### config.mk
export PLATFORM = sky130hd
export DESIGN_NAME = sort_seq
export DESIGN_NICKNAME = d
export VERILOG_FILES = /design/src/rtl/sort_seq.sv
export SDC_FILE = /design/constraint.sdc
export NUM_CORES = 1
export LEC_CHECK = 0
export ABC_AREA = 1
export CELL_PAD_IN_SITES_DETAIL_PLACEMENT = 0
export CELL_PAD_IN_SITES_GLOBAL_PLACEMENT = 2
export CORE_MARGIN = 2
export CORE_UTILIZATION = 29
export CTS_CLUSTER_DIAMETER = 30
export DETAILED_ROUTE_END_ITERATION = 6
export PLACE_DENSITY_LB_ADDON = 0.1
export SLEW_MARGIN = 25
export SYNTH_ARGS = -nofsm -noshare
export SYNTH_HDL_FRONTEND = slang
export SYNTH_SLANG_ARGS = --single-unit
### constraint.sdc
create_clock -name clk -period 3.2 [get_ports clk]
set_input_delay 0.32 -clock clk [delete_from_list [all_inputs] [get_ports clk]]
set_output_delay 0.32 -clock clk [all_outputs]
set_load 0.01 [all_outputs]
### src/rtl/sort_seq.sv
// Load/sort/drain sequencer: loads N words, bubble-sorts them ascending with one
//   compare-swap per cycle (early exit on a clean pass), then streams them out.
// Latency: last input beat to first output is P*(N-1)+1 cycles, P = passes used.
// Backpressure: in_valid/in_ready during LOAD, out_valid/out_ready during DRAIN;
//   outputs are held while out_ready is low and come from registers only.
// Ports:
//   clk, reset        rising-edge clock, synchronous active-high reset
//   in_valid/in_ready/in_data    input word stream (ready only in LOAD)
//   out_valid/out_ready/out_data/out_last  sorted output stream (DRAIN only)
//   busy              high while sorting
//   passes            passes used by the most recent completed sort
module sort_seq #(
  parameter int N  = 8,
  parameter int DW = 8
) (
  input  logic                 clk,
  input  logic                 reset,
  input  logic                 in_valid,
  input  logic [DW-1:0]        in_data,
  output logic                 in_ready,
  output logic                 out_valid,
  output logic [DW-1:0]        out_data,
  output logic                 out_last,
  input  logic                 out_ready,
  output logic                 busy,
  output logic [$clog2(N)-1:0] passes
);

  localparam int KW = $clog2(N);
  localparam logic [KW-1:0] K_LAST = KW'(N - 1);
  localparam logic [KW-1:0] J_LAST = KW'(N - 2);

  typedef enum logic [1:0] {
    ST_LOAD  = 2'd0,
    ST_SORT  = 2'd1,
    ST_DRAIN = 2'd2
  } state_t;

  state_t          state_q, state_d;
  logic [DW-1:0]   a_q [N];
  logic [DW-1:0]   a_d [N];
  logic [KW-1:0]   k_q, k_d;
  logic [KW-1:0]   j_q, j_d;
  logic [KW-1:0]   pc_q, pc_d;
  logic [KW-1:0]   passes_q, passes_d;
  logic            sw_q, sw_d;

  logic [KW-1:0]   j_nxt;
  logic [KW-1:0]   pc_next;
  logic [DW-1:0]   cmp_lo, cmp_hi;
  logic            do_swap;
  logic            swapped;

  always_ff @(posedge clk) begin
    if (reset) begin
      state_q  <= ST_LOAD;
      for (int i = 0; i < N; i++) a_q[i] <= '0;
      k_q      <= '0;
      j_q      <= '0;
      pc_q     <= '0;
      passes_q <= '0;
      sw_q     <= 1'b0;
    end else begin
      state_q  <= state_d;
      a_q      <= a_d;
      k_q      <= k_d;
      j_q      <= j_d;
      pc_q     <= pc_d;
      passes_q <= passes_d;
      sw_q     <= sw_d;
    end
  end

  always_comb begin
    state_d  = state_q;
    a_d      = a_q;
    k_d      = k_q;
    j_d      = j_q;
    pc_d     = pc_q;
    passes_d = passes_q;
    sw_d     = sw_q;

    // Shared compare-swap unit, always looking at the pair (j, j+1).
    j_nxt    = j_q + KW'(1);
    pc_next  = pc_q + KW'(1);
    cmp_lo   = a_q[j_q];
    cmp_hi   = a_q[j_nxt];
    do_swap  = cmp_lo > cmp_hi;      // strict: equal words keep their order
    swapped  = sw_q | do_swap;

    case (state_q)
      ST_LOAD: begin
        if (in_valid) begin
          a_d[k_q] = in_data;
          if (k_q == K_LAST) begin
            k_d     = '0;
            j_d     = '0;
            sw_d    = 1'b0;
            pc_d    = '0;
            state_d = ST_SORT;
          end else begin
            k_d = k_q + KW'(1);
          end
        end
      end

      ST_SORT: begin
        if (do_swap) begin
          a_d[j_q]   = cmp_hi;
          a_d[j_nxt] = cmp_lo;
        end
        if (j_q != J_LAST) begin
          j_d  = j_nxt;
          sw_d = swapped;
        end else if (!swapped || pc_next == K_LAST) begin
          // Clean pass, or the N-1 pass bound that guarantees sorted order.
          passes_d = pc_next;
          state_d  = ST_DRAIN;       // k is already 0 from the load
        end else begin
          j_d  = '0;
          sw_d = 1'b0;
          pc_d = pc_next;
        end
      end

      ST_DRAIN: begin
        if (out_ready) begin
          if (k_q == K_LAST) begin
            k_d     = '0;
            state_d = ST_LOAD;
          end else begin
            k_d = k_q + KW'(1);
          end
        end
      end

      default: state_d = ST_LOAD;
    endcase
  end

  assign in_ready  = (state_q == ST_LOAD);
  assign out_valid = (state_q == ST_DRAIN);
  assign busy      = (state_q == ST_SORT);
  assign out_data  = (state_q == ST_DRAIN) ? a_q[k_q] : '0;
  assign out_last  = (state_q == ST_DRAIN) && (k_q == K_LAST);
  assign passes    = passes_q;

endmodule

## After elaboration in Yosys (flattened, before gate mapping)

Index checks and enable logic that the tools add are counted.
Widths: inputs -> output; s select.

- Bits in registers: 79
- Output and inout port bits: 15
- Word-level logic and storage cells: 104

- Magnitude comparators: 7
- Equality and inequality tests: 14
- Reductions and logical operators: 15
- Bitwise logic cells: 5
- $add $sub $neg: 3
- Multiplexer cells: 46

Operator list:

| kind | number |
|---|---|
| $bwmux 64 | 3 |
| $mux 64 | 2 |
| $pmux 64 s2 | 1 |
| $mux 8 | 10 |
| $bmux 8 s3 | 3 |
| $demux 8 s3 | 3 |
| $mux 3 | 9 |
| $pmux 3 s2 | 3 |
| $ge 4x4->1 const B | 3 |
| $lt 4x1->1 const B | 3 |
| $mux 2 | 6 |
| $not 3->4 | 3 |
| $ne 2x1->1 const B | 5 |
| $add 3x1->3 const B | 3 |
| $reduce_and 3->1 | 3 |
| $gt 8x8->1 | 1 |
| $eq 3x3->1 const B | 2 |
| $ne 2x2->1 const B | 3 |
| $ne 3x3->1 const B | 2 |
| $pmux 2 s3 | 1 |
| $reduce_and 6->1 | 1 |
| $reduce_and 5->1 | 1 |
| $logic_and 1x1->1 | 4 |
| $mux 1 | 4 |
| other kinds (10) | 11 |

## Depth between registers and ports, before layout

Gate-level depths: netlist of run 1.

- Depth in word-level cells: 12
- Mapped depth: 26

## Worst setup path after synthesis of run 1

Ideal clock, no wire load.

- Path type: register to register
- From: register j_q[0]
- To: register a_q[0] (netlist name)
- Setup time: 0.112 ns
- Buffers on the path: 4
- Path slack: 0.101 ns
- Data arrival time: 2.988 ns
- Cell stages (with the launch flop): 23
- Cells stage by stage: dfxtp_1 buf_6 inv_2 ha_1 inv_1 buf_2 buf_2 nand2_1 nand2_1 nand2_1 nand2_2 inv_1 ha_1 nand2_1 nor2_1 nand2_1 nand2_1 nand2_1 o21ai_4 clkbuf_1 nand3_1 nor2_1 nor2_1

- Longest elaborated chain between the ends: 9
- Elaborated cells between the ends (all ways): 26
- Those cells by class: add/sub (1); order compare (5); eq/ne (1); mux (14); bitwise (2); reduce/logical (3)

RTL lines:

| item | RTL line | source |
|---|---|---|
| start: declaration | 43 | `logic [KW-1:0] j_q, j_d;` |
| start signal: assignment | 67 | `j_q <= j_d;` |
| branches (longest 9 deep; another with $gt 8x8->1) | n/a |  |
| end signal: assignment | 65 | `a_q <= a_d;` |
| end: declaration | 40 | `logic [DW-1:0] a_q [N];` |

Several ways; the timed one is not identified. The select of a mux whose other input is x is not followed.
A chain may end at the register's enable or synchronous reset.

## Final worst setup path of run 1

- From: register j_q[0]
- To: register a_q[62] (netlist name)

The elaborated chain is that of the path after synthesis.

==> run_summary.xml, run 1 <==
<?xml version="1.0" encoding="UTF-8"?>
<metrics>
  <group name="run_status">
    <metric name="run_status" unit="">finished, final reports clean</metric>
  </group>
  <group name="sta">
    <metric name="timing.slew.headroom" unit="%">40.3</metric>
    <metric name="rsz0062_at_grt" unit="">yes</metric>
    <metric name="fmaxAchievable" unit="GHz">0.321</metric>
    <metric name="finalCritPeriodShare" unit="%">97.2</metric>
    <metric name="maxSlewViolCount" unit="">0</metric>
    <metric name="timing_worst_slew_pin_value" unit="ps">892</metric>
    <metric name="clock_skew" unit="ps">13.8</metric>
    <metric name="report.final.setup_viol" unit="">0</metric>
    <metric name="period_minus_slack" unit="ps">3110</metric>
    <metric name="report.final.hold_viol_count" unit="">0</metric>
  </group>
  <group name="power_and_ir_drop">
    <metric name="irDropWorstVdd" unit="uV">230</metric>
    <metric name="power.density_cell_area" unit="nW/um^2">332</metric>
    <metric name="power.total" unit="uW">2970</metric>
    <metric name="p_leak" unit="uW">0.00382</metric>
  </group>
  <group name="logic_synthesis">
    <metric name="avgSynthCellArea" unit="um^2">5.43</metric>
    <metric name="syn-cell-area" unit="um^2">7090</metric>
    <metric name="yosysSeqAreaShare" unit="%">22.3</metric>
    <metric name="synth_cell_type_count" unit="">36</metric>
    <metric name="ys_warn_count" unit="">0</metric>
    <metric name="syn-instance-count" unit="">1306</metric>
    <metric name="total_nets_after_synthesis" unit="">1332</metric>
    <metric name="synth.ff_latch_count" unit="">79</metric>
  </group>
  <group name="min_path">
    <metric name="hold_class" unit="">reg -&gt; reg</metric>
    <metric name="hold_path_depth" unit="">2</metric>
    <metric name="timing.hold.worst_endpoint" unit="">passes[1]</metric>
    <metric name="holdCritStartpoint" unit="">passes[1]</metric>
  </group>
  <group name="drt">
    <metric name="detail-route-antenna-nets" unit="">0</metric>
    <metric name="wl" unit="um">35600</metric>
    <metric name="drt_pass1_iterations" unit="">5</metric>
    <metric name="drt_iter0_markers" unit="">828</metric>
    <metric name="num_vias" unit="">8584</metric>
    <metric name="detail_route.wl_per_cell" unit="um">20.9</metric>
    <metric name="drt_drc_violations_left" unit="">0</metric>
    <metric name="route.detailed.vias_per_inst" unit="">5.03</metric>
  </group>
  <group name="floorplan">
    <metric name="die_height" unit="um">160</metric>
    <metric name="design.die.area" unit="um^2">25700</metric>
    <metric name="initial_cell_density_of_the_core" unit="%">29.3</metric>
    <metric name="core" unit="um^2">24200</metric>
    <metric name="die-width" unit="um">160</metric>
    <metric name="pin_count" unit="">27</metric>
    <metric name="placement_rows" unit="">57</metric>
  </group>
  <group name="setup_path">
    <metric name="r2r_end" unit="">a_q[62]</metric>
    <metric name="worstPathRequired" unit="ps">3460</metric>
    <metric name="timing.critical_path.cells" unit="">inv_4, ha_4, buf_12, buf_12, nand2_1, nand2_2, nand2_1, nand2_2, inv_1, ha_1, nand2_2, nor2_4, nand2_1, nand2_1, nand2_2, o21ai_4, buf_4, buf_16, nand3_1, nor2_1, nor2_1</metric>
    <metric name="critical_path.reg2reg.startpoint" unit="">j_q[0]</metric>
    <metric name="timing.reg2reg.worst_path_depth" unit="">21</metric>
    <metric name="register_to_register_setup_slack" unit="ps">90</metric>
    <metric name="crit_type" unit="">reg -&gt; reg</metric>
    <metric name="max_stage_delay" unit="ps">420</metric>
    <metric name="worst-endpoint-arrival" unit="ps">3370</metric>
    <metric name="critical_path_peak_fanout" unit="">23</metric>
    <metric name="cpMaxStageDelayCell" unit="">dfxtp_4</metric>
    <metric name="worst_setup_path_start_kind" unit="">flop</metric>
    <metric name="critical_path.endpoint_type" unit="">flop</metric>
  </group>
  <group name="cells_and_area">
    <metric name="num_antenna_cells" unit="">0</metric>
    <metric name="layout.area.seq" unit="um^2">1590</metric>
    <metric name="drive_above_1_share" unit="%">13.6</metric>
    <metric name="final_cell_mix" unit="">nand2_1, nor2_1, inv_1, nand3_1, a21oi_1</metric>
    <metric name="mostFrequentLayoutCell" unit="">nand2_1</metric>
    <metric name="syn_to_layout_area_delta" unit="%">26.1</metric>
    <metric name="num-fill-cells" unit="">2763</metric>
    <metric name="finalNetCount" unit="">1403</metric>
    <metric name="multi_input_area" unit="um^2">4860</metric>
    <metric name="utilization" unit="%">37.0</metric>
  </group>
  <group name="cts">
    <metric name="cts_sinks" unit="">79</metric>
    <metric name="cts_root_buf" unit="">clkbuf_16</metric>
    <metric name="maximum_buffer_depth_of_the_clock_tree" unit="">2</metric>
    <metric name="cts.hold.buffers_added" unit="">0</metric>
    <metric name="htree_num_levels" unit="">3</metric>
    <metric name="cts_tree" unit="">done</metric>
    <metric name="number_of_buffers_added_by_the_clock_tree_synthesis_step" unit="">9</metric>
    <metric name="clock_insertion_delay_at_the_later_pin_of_the_skew_report" unit="ps">370</metric>
    <metric name="clk_pin_slew" unit="ps">80</metric>
  </group>
  <group name="placement">
    <metric name="place_congestion" unit="">0.893</metric>
    <metric name="detailed_place_hpwl" unit="um">25300</metric>
    <metric name="port_buffers" unit="">26</metric>
  </group>
  <group name="global_routing">
    <metric name="grt_start_max_net_pins" unit="">46</metric>
    <metric name="gr-total-overflow" unit="">0</metric>
    <metric name="first_global_vias" unit="">8130</metric>
    <metric name="antenna_violations_before_repair" unit="">0</metric>
    <metric name="grt_use_total" unit="%">27.3</metric>
    <metric name="grt_first_pass_wirelength" unit="um">52000</metric>
  </group>
  <group name="job">
    <metric name="maximum_capacitance_violations" unit="">0</metric>
  </group>
</metrics>
## flip-flops by register name, indices dropped and copies added, names as in the netlist
register,count
a_q,64
passes,3
state_q,2
j_q,3
pc_q,3
sw_q,1
k_q,3
## layout make-up
type,count,area share [%]
clock buffer,9,2.52
clock inverter,7,0.686
inverter,130,5.75
multi-input combinational,1036,54.4
sequential,79,17.8
tap,324,4.54
timing repair buffer,120,14.3
timing repair inverter,1,0.0980
## logic make-up (layout without fill, tap and decap cells)
family	Yosys count	count (layout)	synth area share, %
AOI/OAI and AO/OA	195	195	16.0
xor gates and xnor gates	1	1	0.124
adders and majority gates	14	14	2.47
buffers and inverters	192	267	12.2
DFF	79	79	22.3
and+or+nand+nor	825	826	47.0
## worst max path at each step
stage | slack (ps) | to | from | depth (start not counted)
final | 90 | a_q[62] | j_q[0] | 21
after global routing | -40 | a_q[6] | j_q[0] | 22
after CTS | -2 | a_q[53] | j_q[0] | 18
after detailed placement | -160 | a_q[20] | j_q[0] | 20
after global placement | -120 | a_q[20] | j_q[0] | 20
after floorplan | 100 | a_q[0] | j_q[0] | 22
## where the power goes
| group | switching, uW | internal (uW) |
|---|---|---|
| Combinational | 553 | 280 |
| Clock | 536 | 544 |
| Sequential | 32.7 | 1020 |
## through the flow
step           instance area (um^2)  instances  hold WS [ps]  setup slack (ps)  setup TNS, ps
4_1_cts                        8460       1687           501             -1.52          -2.61
5_1_grt                        8940       1706           512             -43.2           -783
2_1_floorplan                  7090       1306           389               101              0
6_report                       8940       1706           493              88.2              0
3_3_place_gp                   8000       1666           473              -118          -1180
3_5_place_dp                   8000       1666           482              -160          -2370
## per-layer routing
metal	global-route usage [%]	vias to the layer above	wire length (um)
met4	9.34	0	1100
li1	-	4273	-
met1	36.0	3998	16200
met5	0	-	0
met3	4.65	62	1870
met2	45.1	251	16400
## Yosys cell counts
library cell,n,area (um^2)
a221oi_1,8,70.1
clkbuf_1,23,86.3
a31oi_4,3,63.8
nand2_2,18,113
inv_1,124,465
buf_2,17,85.1
a21oi_1,80,400
clkbuf_2,1,5.00
nor2_1,171,642
nor2_2,1,6.26
o21ai_4,1,16.3
o21a_1,5,37.5
a22oi_1,2,15.0
o22ai_1,24,150
a211oi_1,2,15.0
nand4_1,1,6.26
a41oi_1,2,17.5
xor2_1,1,8.76
buf_6,12,135
nand3_1,95,475
or2_4,1,8.76
ha_1,14,175
nor3_1,2,10.0
dfxtp_1,79,1580
buf_8,1,15.0
a31oi_1,2,12.5
buf_4,5,37.5
inv_2,4,15.0
o21ai_1,10,50.1
nand2_1,528,1980
a21o_1,1,7.51
nand3_2,3,30.0
clkinv_1,2,7.51
buf_1,3,11.3
o21ai_0,55,275
nand2_4,5,56.3
## worst max-delay path, delay by kind of cell (launching register included)
| kind | cells | cell delay (ps) |
|---|---|---|
| AND/OR/NAND/NOR | 12 | 1000 |
| AO/OA/AOI/OAI | 1 | 260 |
| adder cells (fa/ha/maj) | 2 | 610 |
| flip-flops | 1 | 420 |
| buffers and inverters | 6 | 690 |
## timing repair
item,4_1_cts,5_1_grt
setup buffers,1,14
gates cloned,4,5
pin swaps,1,21
endpoints found under the setup margin,65,74
resized for setup,13,76
No activity file was read; power rests on OpenSTA's default activity.
==> run 2, diff against run 1 <==
CTS_CLUSTER_DIAMETER = 50   (was 30)
CTS_CLUSTER_SIZE = 25   (was unset)
==> results of run 2 <==
Same layout as run 1: the final DEF is identical, and so are final timing and power.
==> run 3, diff against run 2 <==
GPL_ROUTABILITY_DRIVEN = 0   (was unset)
==> results of run 3 <==
Same layout as run 1: the final DEF is identical, and so are final timing and power.
